==> src/rtl/xt_lbus_pkg.sv <==
// rtl/xt_lbus_pkg.sv - local-bus slave request type and address match helpers
package XT_LBUS_Pkg;

  typedef struct packed {
    logic        ren;
    logic        wen;
    logic [7:0]  addr;
    logic [1:0]  write_width;
    logic [31:0] wdata;
  } lb_slave_t;

  function automatic logic MatchWLB(input lb_slave_t lb, input logic [7:0] addr);
    return lb.wen && (lb.addr == addr);
  endfunction

  function automatic logic MatchRLB(input lb_slave_t lb, input logic [7:0] addr);
    return lb.ren && (lb.addr == addr);
  endfunction

endpackage

==> src/rtl/xt_uart_pkg.sv <==
// rtl/xt_uart_pkg.sv - UART TX register map, STATUS layout and FSM states
package XT_UART_Pkg;

  localparam logic [7:0] OFF_DATA   = 8'd0;
  localparam logic [7:0] OFF_STATUS = 8'd1;
  localparam logic [7:0] OFF_BAUD   = 8'd2;

  localparam int STAT_BUSY    = 0;
  localparam int STAT_FULL    = 1;
  localparam int STAT_EMPTY   = 2;
  localparam int STAT_OVF     = 3;
  localparam int STAT_CNT_LSB = 4;
  localparam int STAT_CNT_MSB = 9;

  typedef enum logic [1:0] {
    ST_IDLE  = 2'd0,
    ST_START = 2'd1,
    ST_DATA  = 2'd2,
    ST_STOP  = 2'd3
  } uart_state_e;

endpackage

==> src/rtl/xt_sync_fifo.sv <==
// rtl/xt_sync_fifo.sv - single-clock FIFO; a push into a full FIFO succeeds only alongside a pop
module xt_sync_fifo #(
  parameter int WIDTH = 8,
  parameter int DEPTH = 8,
  localparam int AW = (DEPTH > 1) ? $clog2(DEPTH) : 1,
  localparam int CW = $clog2(DEPTH) + 1
) (
  input  logic             clk,
  input  logic             rst,
  input  logic             i_push,
  input  logic [WIDTH-1:0] i_data,
  input  logic             i_pop,
  output logic [WIDTH-1:0] o_data,
  output logic             o_full,
  output logic             o_empty,
  output logic [CW-1:0]    o_count
);

  logic [WIDTH-1:0] r_mem [DEPTH];
  logic [AW-1:0]    r_wptr;
  logic [AW-1:0]    r_rptr;
  logic [CW-1:0]    r_count;
  logic             w_do_push;
  logic             w_do_pop;

  assign o_full    = (r_count == CW'(DEPTH));
  assign o_empty   = (r_count == '0);
  assign o_count   = r_count;
  assign o_data    = r_mem[r_rptr];
  assign w_do_pop  = i_pop && !o_empty;
  assign w_do_push = i_push && (!o_full || w_do_pop);

  always_ff @(posedge clk) begin
    if (rst) begin
      r_wptr  <= '0;
      r_rptr  <= '0;
      r_count <= '0;
    end else begin
      if (w_do_push) r_wptr <= r_wptr + 1'b1;
      if (w_do_pop)  r_rptr <= r_rptr + 1'b1;
      case ({w_do_push, w_do_pop})
        2'b10:   r_count <= r_count + 1'b1;
        2'b01:   r_count <= r_count - 1'b1;
        default: r_count <= r_count;
      endcase
    end
  end

  always_ff @(posedge clk) begin
    if (w_do_push) r_mem[r_wptr] <= i_data;
  end

endmodule

==> src/rtl/xt_lb_uart_tx.sv <==
// rtl/xt_lb_uart_tx.sv - local-bus UART transmitter: DATA/STATUS/BAUD_DIV registers, TX FIFO, 8N1 serializer
module xt_lb_uart_tx
  import XT_LBUS_Pkg::*;
  import XT_UART_Pkg::*;
#(
  parameter logic [7:0]  BASE_ADDR   = 8'h10,
  parameter int          FIFO_DEPTH  = 8,
  parameter logic [15:0] DEFAULT_DIV = 16'd868
) (
  input  logic        clk,
  input  logic        rst,
  input  lb_slave_t   xt_lb,
  output logic [31:0] rdata,
  output logic        tx,
  output logic        irq
);

  localparam int CW = $clog2(FIFO_DEPTH) + 1;
  localparam logic [7:0] A_DATA   = BASE_ADDR + OFF_DATA;
  localparam logic [7:0] A_STATUS = BASE_ADDR + OFF_STATUS;
  localparam logic [7:0] A_BAUD   = BASE_ADDR + OFF_BAUD;

  uart_state_e r_state, w_state_nxt;
  logic [15:0] r_baud_cnt, w_baud_cnt_nxt;
  logic [2:0]  r_bit_idx, w_bit_idx_nxt;
  logic [7:0]  r_shift, w_shift_nxt;
  logic [15:0] r_div_lat, w_div_lat_nxt;
  logic        r_tx, w_tx_nxt;
  logic [15:0] r_baud_div;
  logic        r_ovf;
  logic [31:0] r_rdata;

  logic          w_wr_data, w_wr_status, w_wr_baud;
  logic          w_rd_status, w_rd_baud;
  logic          w_pop, w_full, w_empty, w_bit_end;
  logic [7:0]    w_fifo_data;
  logic [CW-1:0] w_fifo_count;
  logic [31:0]   w_status;
  logic          w_unused;

  assign w_wr_data   = MatchWLB(xt_lb, A_DATA);
  assign w_wr_status = MatchWLB(xt_lb, A_STATUS);
  assign w_wr_baud   = MatchWLB(xt_lb, A_BAUD);
  assign w_rd_status = MatchRLB(xt_lb, A_STATUS);
  assign w_rd_baud   = MatchRLB(xt_lb, A_BAUD);
  assign w_unused    = ^{xt_lb.write_width, xt_lb.wdata[31:16]};

  xt_sync_fifo #(
    .WIDTH (8),
    .DEPTH (FIFO_DEPTH)
  ) u_fifo (
    .clk     (clk),
    .rst     (rst),
    .i_push  (w_wr_data),
    .i_data  (xt_lb.wdata[7:0]),
    .i_pop   (w_pop),
    .o_data  (w_fifo_data),
    .o_full  (w_full),
    .o_empty (w_empty),
    .o_count (w_fifo_count)
  );

  always_comb begin
    w_status = '0;
    w_status[STAT_BUSY]  = (r_state != ST_IDLE);
    w_status[STAT_FULL]  = w_full;
    w_status[STAT_EMPTY] = w_empty;
    w_status[STAT_OVF]   = r_ovf;
    w_status[STAT_CNT_MSB:STAT_CNT_LSB] = 6'(w_fifo_count);
  end

  // A DATA write into a full FIFO is only lost if the FSM is not popping that cycle.
  always_ff @(posedge clk) begin
    if (rst) begin
      r_baud_div <= DEFAULT_DIV;
      r_ovf      <= 1'b0;
      r_rdata    <= '0;
    end else begin
      if (w_wr_baud)
        r_baud_div <= (xt_lb.wdata[15:0] == 16'd0) ? 16'd1 : xt_lb.wdata[15:0];
      if (w_wr_data && w_full && !w_pop)
        r_ovf <= 1'b1;
      else if (w_wr_status && xt_lb.wdata[STAT_OVF])
        r_ovf <= 1'b0;
      if (w_rd_status)    r_rdata <= w_status;
      else if (w_rd_baud) r_rdata <= {16'd0, r_baud_div};
      else                r_rdata <= '0;
    end
  end

  assign w_bit_end = (r_baud_cnt == r_div_lat - 16'd1);

  always_comb begin
    w_state_nxt    = r_state;
    w_baud_cnt_nxt = r_baud_cnt;
    w_bit_idx_nxt  = r_bit_idx;
    w_shift_nxt    = r_shift;
    w_div_lat_nxt  = r_div_lat;
    w_tx_nxt       = r_tx;
    w_pop          = 1'b0;
    case (r_state)
      ST_IDLE: begin
        w_tx_nxt = 1'b1;
        if (!w_empty) begin
          w_pop          = 1'b1;
          w_shift_nxt    = w_fifo_data;
          w_div_lat_nxt  = r_baud_div;
          w_baud_cnt_nxt = '0;
          w_tx_nxt       = 1'b0;
          w_state_nxt    = ST_START;
        end
      end
      ST_START: begin
        if (w_bit_end) begin
          w_baud_cnt_nxt = '0;
          w_bit_idx_nxt  = '0;
          w_tx_nxt       = r_shift[0];
          w_state_nxt    = ST_DATA;
        end else begin
          w_baud_cnt_nxt = r_baud_cnt + 16'd1;
        end
      end
      ST_DATA: begin
        if (w_bit_end) begin
          w_baud_cnt_nxt = '0;
          if (r_bit_idx == 3'd7) begin
            w_tx_nxt    = 1'b1;
            w_state_nxt = ST_STOP;
          end else begin
            w_bit_idx_nxt = r_bit_idx + 3'd1;
            w_shift_nxt   = {1'b0, r_shift[7:1]};
            w_tx_nxt      = r_shift[1];
          end
        end else begin
          w_baud_cnt_nxt = r_baud_cnt + 16'd1;
        end
      end
      ST_STOP: begin
        if (w_bit_end) begin
          w_baud_cnt_nxt = '0;
          if (!w_empty) begin
            w_pop         = 1'b1;
            w_shift_nxt   = w_fifo_data;
            w_div_lat_nxt = r_baud_div;
            w_tx_nxt      = 1'b0;
            w_state_nxt   = ST_START;
          end else begin
            w_tx_nxt    = 1'b1;
            w_state_nxt = ST_IDLE;
          end
        end else begin
          w_baud_cnt_nxt = r_baud_cnt + 16'd1;
        end
      end
      default: w_state_nxt = ST_IDLE;
    endcase
  end

  always_ff @(posedge clk) begin
    if (rst) begin
      r_state    <= ST_IDLE;
      r_baud_cnt <= '0;
      r_bit_idx  <= '0;
      r_shift    <= '0;
      r_div_lat  <= DEFAULT_DIV;
      r_tx       <= 1'b1;
    end else begin
      r_state    <= w_state_nxt;
      r_baud_cnt <= w_baud_cnt_nxt;
      r_bit_idx  <= w_bit_idx_nxt;
      r_shift    <= w_shift_nxt;
      r_div_lat  <= w_div_lat_nxt;
      r_tx       <= w_tx_nxt;
    end
  end

  assign rdata = r_rdata;
  assign tx    = r_tx;
  assign irq   = w_empty && (r_state == ST_IDLE);

endmodule

==> config.mk <==
export PLATFORM = sky130hd
export DESIGN_NAME = xt_lb_uart_tx
export DESIGN_NICKNAME = d
export VERILOG_FILES = /design/src/rtl/xt_lbus_pkg.sv /design/src/rtl/xt_uart_pkg.sv /design/src/rtl/xt_sync_fifo.sv /design/src/rtl/xt_lb_uart_tx.sv
export SDC_FILE = /design/constraint.sdc
export NUM_CORES = 1
export LEC_CHECK = 0
export ABC_AREA = 1
export BUFFER_PORTS_ARGS = -buffer_cell sky130_fd_sc_hd__clkbuf_2
export CORE_MARGIN = 1
export CORE_UTILIZATION = 50
export CTS_BUF_LIST = sky130_fd_sc_hd__clkbuf_4 sky130_fd_sc_hd__clkbuf_8
export DETAILED_ROUTE_END_ITERATION = 12
export PLACE_DENSITY_LB_ADDON = 0.08
export RECOVER_POWER = 25
export SYNTH_ARGS = -nofsm -noshare
export SYNTH_HDL_FRONTEND = slang
export SYNTH_SLANG_ARGS = --single-unit
export TNS_END_PERCENT = 10
==> constraint.sdc <==
create_clock -name clk -period 2.8 [get_ports clk]
set_input_delay 0.14 -clock clk [delete_from_list [all_inputs] [get_ports clk]]
set_output_delay 0.14 -clock clk [all_outputs]
set_load 0.1 [all_outputs]
* Yosys cells after proc, flatten, opt, wreduce, memory -nomap -nowiden *
Memories as Yosys holds them, arrays and structs flattened. A register that Yosys moved wholly into a read port is not among the register bits.
Cells that the tools add are included.

word-level totals
  register bits = 105
  memory bits (writable) = 64
  input port bits = 46
  output and inout bits = 34
  logic and storage cells = 113
  memories = 1

memories
  memory        words  bits a word  read ports  clocked after Yosys merged registers in  wr ports  line                RTL
  u_fifo.r_mem  8      8            1           1                                        1         xt_sync_fifo.sv:19  logic [WIDTH-1:0] r_mem [DEPTH];

cells by class
  add/sub/neg operators = 7
  eq/ne operators = 17
  mux-type cells = 41
  bitwise logic cells = 1
  reductions and logical operators = 32

operators with widths
  kind                                                  number
  two-way mux 16 bit                                    5
  one-hot mux 16 bit (2 select lines)                   2
  two-way mux 8 bit                                     6
  equality test 8 x 5 -> 1 bit (second input constant)  3
  one-hot mux 8 bit (3 select lines)                    1
  adder 16 x 1 -> 16 bit (second input constant)        1
  equality test 16 bit                                  1
  logical NOT 16 bit                                    1
  subtractor 16 x 1 -> 16 bit (second input constant)   1
  two-way mux 3 bit                                     5
  two-way mux 1 bit                                     12
  inequality test 2 bit (second input constant)         6
  logical AND 1 bit                                     11
  two-way mux 2 bit                                     5
  nonzero test 2 bit                                    5
  adder 3 x 1 -> 3 bit (second input constant)          3
  one-hot mux 2 bit (4 select lines)                    1
  one-hot mux 4 bit (2 select lines)                    1
  AND reduction 4 bit                                   2
  equality test 2 bit (second input constant)           3
  one-hot mux 3 bit (2 select lines)                    1
  OR reduction 3 bit                                    2
  AND reduction 5 bit                                   1
  adder 4 x 1 -> 4 bit (second input constant)          1
  other kinds (15)                                      18

* Logic depth before layout (Yosys ltp) *
  depth in word-level cells = 9
  gate-level depth with buffers = 26
  depth with buffers taken out = 25

* Hierarchy *
From an unflattened synthesis, not the netlist that was laid out.

unflattened totals
  cells, all modules = 916
  area total of the unflattened synthesis = 7634.8 um^2

modules (own cells, without submodules)
  module         times used  cells each  area an instance (um^2)  seq. area each (um^2)
  xt_lb_uart_tx  1           638         4420.5                   1581.5
  xt_sync_fifo   1           278         3214.3                   2182.1

* Worst setup path after synthesis *
No wires, ideal clock.

  kind = register to register
  from = register r_div_lat[0]
  to = register u_fifo.r_count[3] (netlist: u_fifo.o_count[3])
  library setup time = 113 ps
  arrival = 2839 ps
  data required time = 2687 ps
  path slack = -152 ps
  cell stages (with the launch flop) = 26
  buffers on the path = 1
  period minus slack after synthesis = 2952 ps
  cells stage by stage = dfxtp_1 > inv_1 > ha_1 > inv_1 > nand2_1 > nand2_1 > nand2_1 > nand3_1 > nor2_1 > nand3_2 > nor2_2 > nand3_4 > nand2_4 > nand2_4 > or2_1 > buf_6 > inv_1 > ha_1 > a21oi_1 > inv_1 > a21oi_1 > inv_1 > nand3_1 > nand2_4 > a21oi_2 > nor2_2

on the way
  cells in the longest elaborated chain, start to end = 9
  elaborated cells between the ends (all ways) = 11
  those cells by class = add/sub (1); eq/ne (3); mux (3); reduce/logical (4)

ends and longest elaborated chain
  element                                                                          line                  RTL
  from (decl)                                                                      xt_lb_uart_tx.sv:27   logic [15:0] r_div_lat, w_div_lat_nxt;
  from (signal assigned)                                                           xt_lb_uart_tx.sv:172  r_div_lat <= w_div_lat_nxt;
  subtractor 16 x 1 -> 16 bit *                                                    xt_lb_uart_tx.sv:91   assign w_bit_end = (r_baud_cnt == r_div_lat - 16'd1);
  equality test 16 bit *                                                           xt_lb_uart_tx.sv:91
  two-way mux 1 bit *                                                              xt_lb_uart_tx.sv:139  if (w_bit_end) begin
  one-hot mux 1 bit (2 select lines) *                                             xt_lb_uart_tx.sv:101  case (r_state)
  logical AND 1 bit *                                                              xt_sync_fifo.sv:30    assign w_do_pop = i_pop && !o_empty;
  logical OR 1 bit                                                                 xt_sync_fifo.sv:31    assign w_do_push = i_push && (!o_full || w_do_pop);
  logical AND 1 bit                                                                xt_sync_fifo.sv:31
  equality test 2 x 1 -> 1 bit / equality test 2 bit (equally long branches)       xt_sync_fifo.sv:41    case ({w_do_push, w_do_pop})
  one-hot mux 4 bit (2 select lines) / nonzero test 2 bit (equally long branches)  n/a
  to (signal assigned)                                                             xt_sync_fifo.sv:42    2'b10: r_count <= r_count + 1'b1;
  to (signal assigned)                                                             xt_sync_fifo.sv:43    2'b01: r_count <= r_count - 1'b1;
  to (signal assigned)                                                             xt_sync_fifo.sv:44    default: r_count <= r_count;
  to (decl)                                                                        xt_sync_fifo.sv:22    logic [CW-1:0] r_count;

Mark *: on every way between the ends. The rest lies on a longest branch, timed or not.
A chain may end at the register's enable or synchronous reset.

* Final worst setup path *
  from = register r_div_lat[1]
  to = register u_fifo.r_count[3] (netlist: u_fifo.o_count[3])

Same word-level chain as after synthesis.

==> results.ini <==
[clock_tree]
cts_buffers = 17
cts.clk_slew.worst_paths_ns = 0.08
cts_tree = built
htree_levels = 4
cts_buffer_depth = 2
cts-root-buf = clkbuf_8
cts.sinks = 156
clkLatencyLatePin_ns = 0.46

[cells_and_area]
register_area_um2 = 3770
multiInputGateArea_um2 = 2990
final_nets = 971
layout-drive-gt1-share = 0.197
final_cell_mix = nand2_1, dfxtp_1, nor2_1
area_delta_synth_final_pct = 17.9
final_util = 0.605
mostFrequentLayoutCell = nand2_1
nFillCells = 1240
antenna_cells = 0

[yosys]
synth_edf_count = 64
avgSynthCellArea_um2 = 8.77
ys_warn_count = 0
yosysSeqAreaShare = 0.528
synth-main-ff-cell = dfxtp_1
ys_seq_elements = 156
synth_area_um2 = 7120
synth.distinct_cells = 47
synth_cells = 812
synthArstFlopShare = 0

[timing]
fin_crit_sh = 1.01
relSlewSlack = 0.561
slew_violations = 0
finalClockSkew_ns = 0.0118
max_freq_ghz = 0.354
period_needed_ns = 2.82
rsz0062_at_grt = true
finalHoldViolCount = 0
worst_pin_slew_ns = 0.656
whs_ns = 0.0372
setup_violations = 1
worst_slack_ns = -0.0229

[global_route]
grt_max_degree = 42
gr-total-overflow = 0
grt_usage = 0.245
grt_pass1_wl_um = 27100
first_global_vias = 5446
antenna_found_initial = 0

[detailed_routing]
drc = 0
wl_per_cell_um = 15.4
vias = 5874
wirelength_um = 17000
drt_first_iter_violations = 495
drtPass1Iterations = 5
routed_via_density = 5.32
antenna_left = 0

[job]
maxCapViolations = 0

[floorplan]
die-width_um = 121
row_count = 43
dieArea_um2 = 14700
die_h_um = 121
ios = 80
start_util = 0.513
coreArea_um2 = 13900

[worst_setup_path]
r2r-start = r_div_lat[1]
crit_required_ns = 3.16
arrival_ns = 3.18
reg2reg_depth = 23
endpoint_kind = flop
path_max_fanout = 4
r2r_slack_ns = -0.02
worst_r2r_endpoint = u_fifo.o_count[3]
startpoint_type = flop
criticalPathCategory = flop to flop

[worst_hold_path]
hp-class = input pin to flop
min_to = rdata[3]
whs_path_depth = 5
min_from = xt_lb[43]

[placement]
place_worst_setup_slack_ns = -0.0705
dpl.hpwl_um = 11700
io_buffers = 45
routabilityCongestion = 0.822

[power]
p_leak_uw = 0.00328
vdd_drop_max_v = 0.000573
power_density_nw_per_um2 = 942
power_uw = 7910

[outcome]
violations = negative setup slack
status = finished, violations left

-- cell usage after synthesis, drive strengths merged (4+ instances only) --
library cell  count  area, um2
a21oi            60        304
o22ai            21        131
xor2             13        114
clkbuf           20       75.1
nand4             4       25.0
edfxtp           64       1920
ha               13        163
nor2             90        370
nor4              7       43.8
nand2           143        572
o211ai           10       75.1
dfxtp            92       1840
o21ai            69        345
nand3            44        238
nor3             14       70.1
inv              79        297
or2               4       25.0
buf              25        176
a211oi            5       37.5
a311oi            9       78.8
xnor2             4       35.0
-- power breakdown --
part | internal (uW) | switching (uW)
logic | 1330 | 2190
registers | 2610 | 215
clock network | 725 | 840
total | 4660 | 3250
-- kinds of logic (layout without fill, tap and decap cells) --
| family | count (synthesis) | count (layout) | synth area share |
|---|---|---|---|
| xor+xnor | 18 | 18 | 0.0242 |
| buf+inv | 127 | 224 | 0.0785 |
| other cells | 1 | 16 | 0.000527 |
| flops | 156 | 156 | 0.528 |
| simple gates | 311 | 311 | 0.194 |
| fa+ha+maj | 14 | 14 | 0.0257 |
| compound gates | 185 | 185 | 0.149 |
-- area by class of cell --
class                      count  share of cell area
multi-input combinational    544               0.356
clock buffer                  19              0.0297
inverter                      82              0.0370
timing repair buffer         110              0.0875
tap                          180              0.0268
sequential                   156               0.450
clock inverter                13              0.0136
-- worst max path at each step --
stage | start | to | depth (start not counted)
after floorplan | r_div_lat[1] | u_fifo.o_count[3] | 22
after global placement | r_div_lat[1] | u_fifo.o_count[3] | 23
after detailed placement | r_div_lat[4] | u_fifo.o_count[3] | 21
after CTS | r_div_lat[1] | u_fifo.o_count[3] | 22
after global routing | r_div_lat[1] | u_fifo.o_count[3] | 24
final | r_div_lat[1] | u_fifo.o_count[3] | 23
-- worst max-delay path: stages, from the launching register on --
cell     delay, ns
dfxtp_2       0.37
inv_2         0.06
ha_4          0.18
inv_2         0.08
nand2_1       0.07
nand3_1       0.09
nand3_1       0.10
nor2_2        0.14
nand3_2       0.10
nor2_4        0.10
nand3_4       0.09
nand2_4       0.08
nand2_4       0.06
or2_4         0.26
inv_2         0.08
ha_4          0.19
a21oi_1       0.11
inv_1         0.06
a21oi_2       0.12
inv_2         0.05
nand3_2       0.08
nand2_4       0.05
a21oi_2       0.14
nor2_2        0.05
-- repair_timing --
item / 4_1_cts / 5_1_grt
buffers inserted: 3 / 2
setup endpoints to repair: 1 / 67
pin swaps: 7 / 13
hold buffers: 9 / 0
resized for setup: 17 / 22
hold endpoints to repair: 10 / 0
-- through the flow --
stage,cells,TNS [ns],area [um2]
2_1_floorplan,827,0,7200
5_1_grt,1104,-0.496,8390
3_3_place_gp,1058,0,7780
3_5_place_dp,1058,-0.0705,7780
4_1_cts,1102,-0.00776,8300
6_report,1104,-0.0229,8390
-- state kept, by name, indices dropped and copies added, names as in the netlist, named ones only --
signal,flops
u_fifo.r_mem,64
r_baud_cnt,16
r_baud_div,16
r_div_lat,16
rdata,16
r_shift,8
u_fifo.o_count,4
r_bit_idx,3
u_fifo.r_rptr,3
u_fifo.r_wptr,3
r_state,2
r_ovf,1
tx,1
-- routing by layer --
metal  GRT usage  vias up  wire (um)
met5           0        -          0
met4      0.0772        0        242
met3      0.0475       27        968
met2       0.393      189       7970
met1       0.332     2725       7800
li1            -     2933          -
Note: power is estimated with default switching activity, not from simulation.
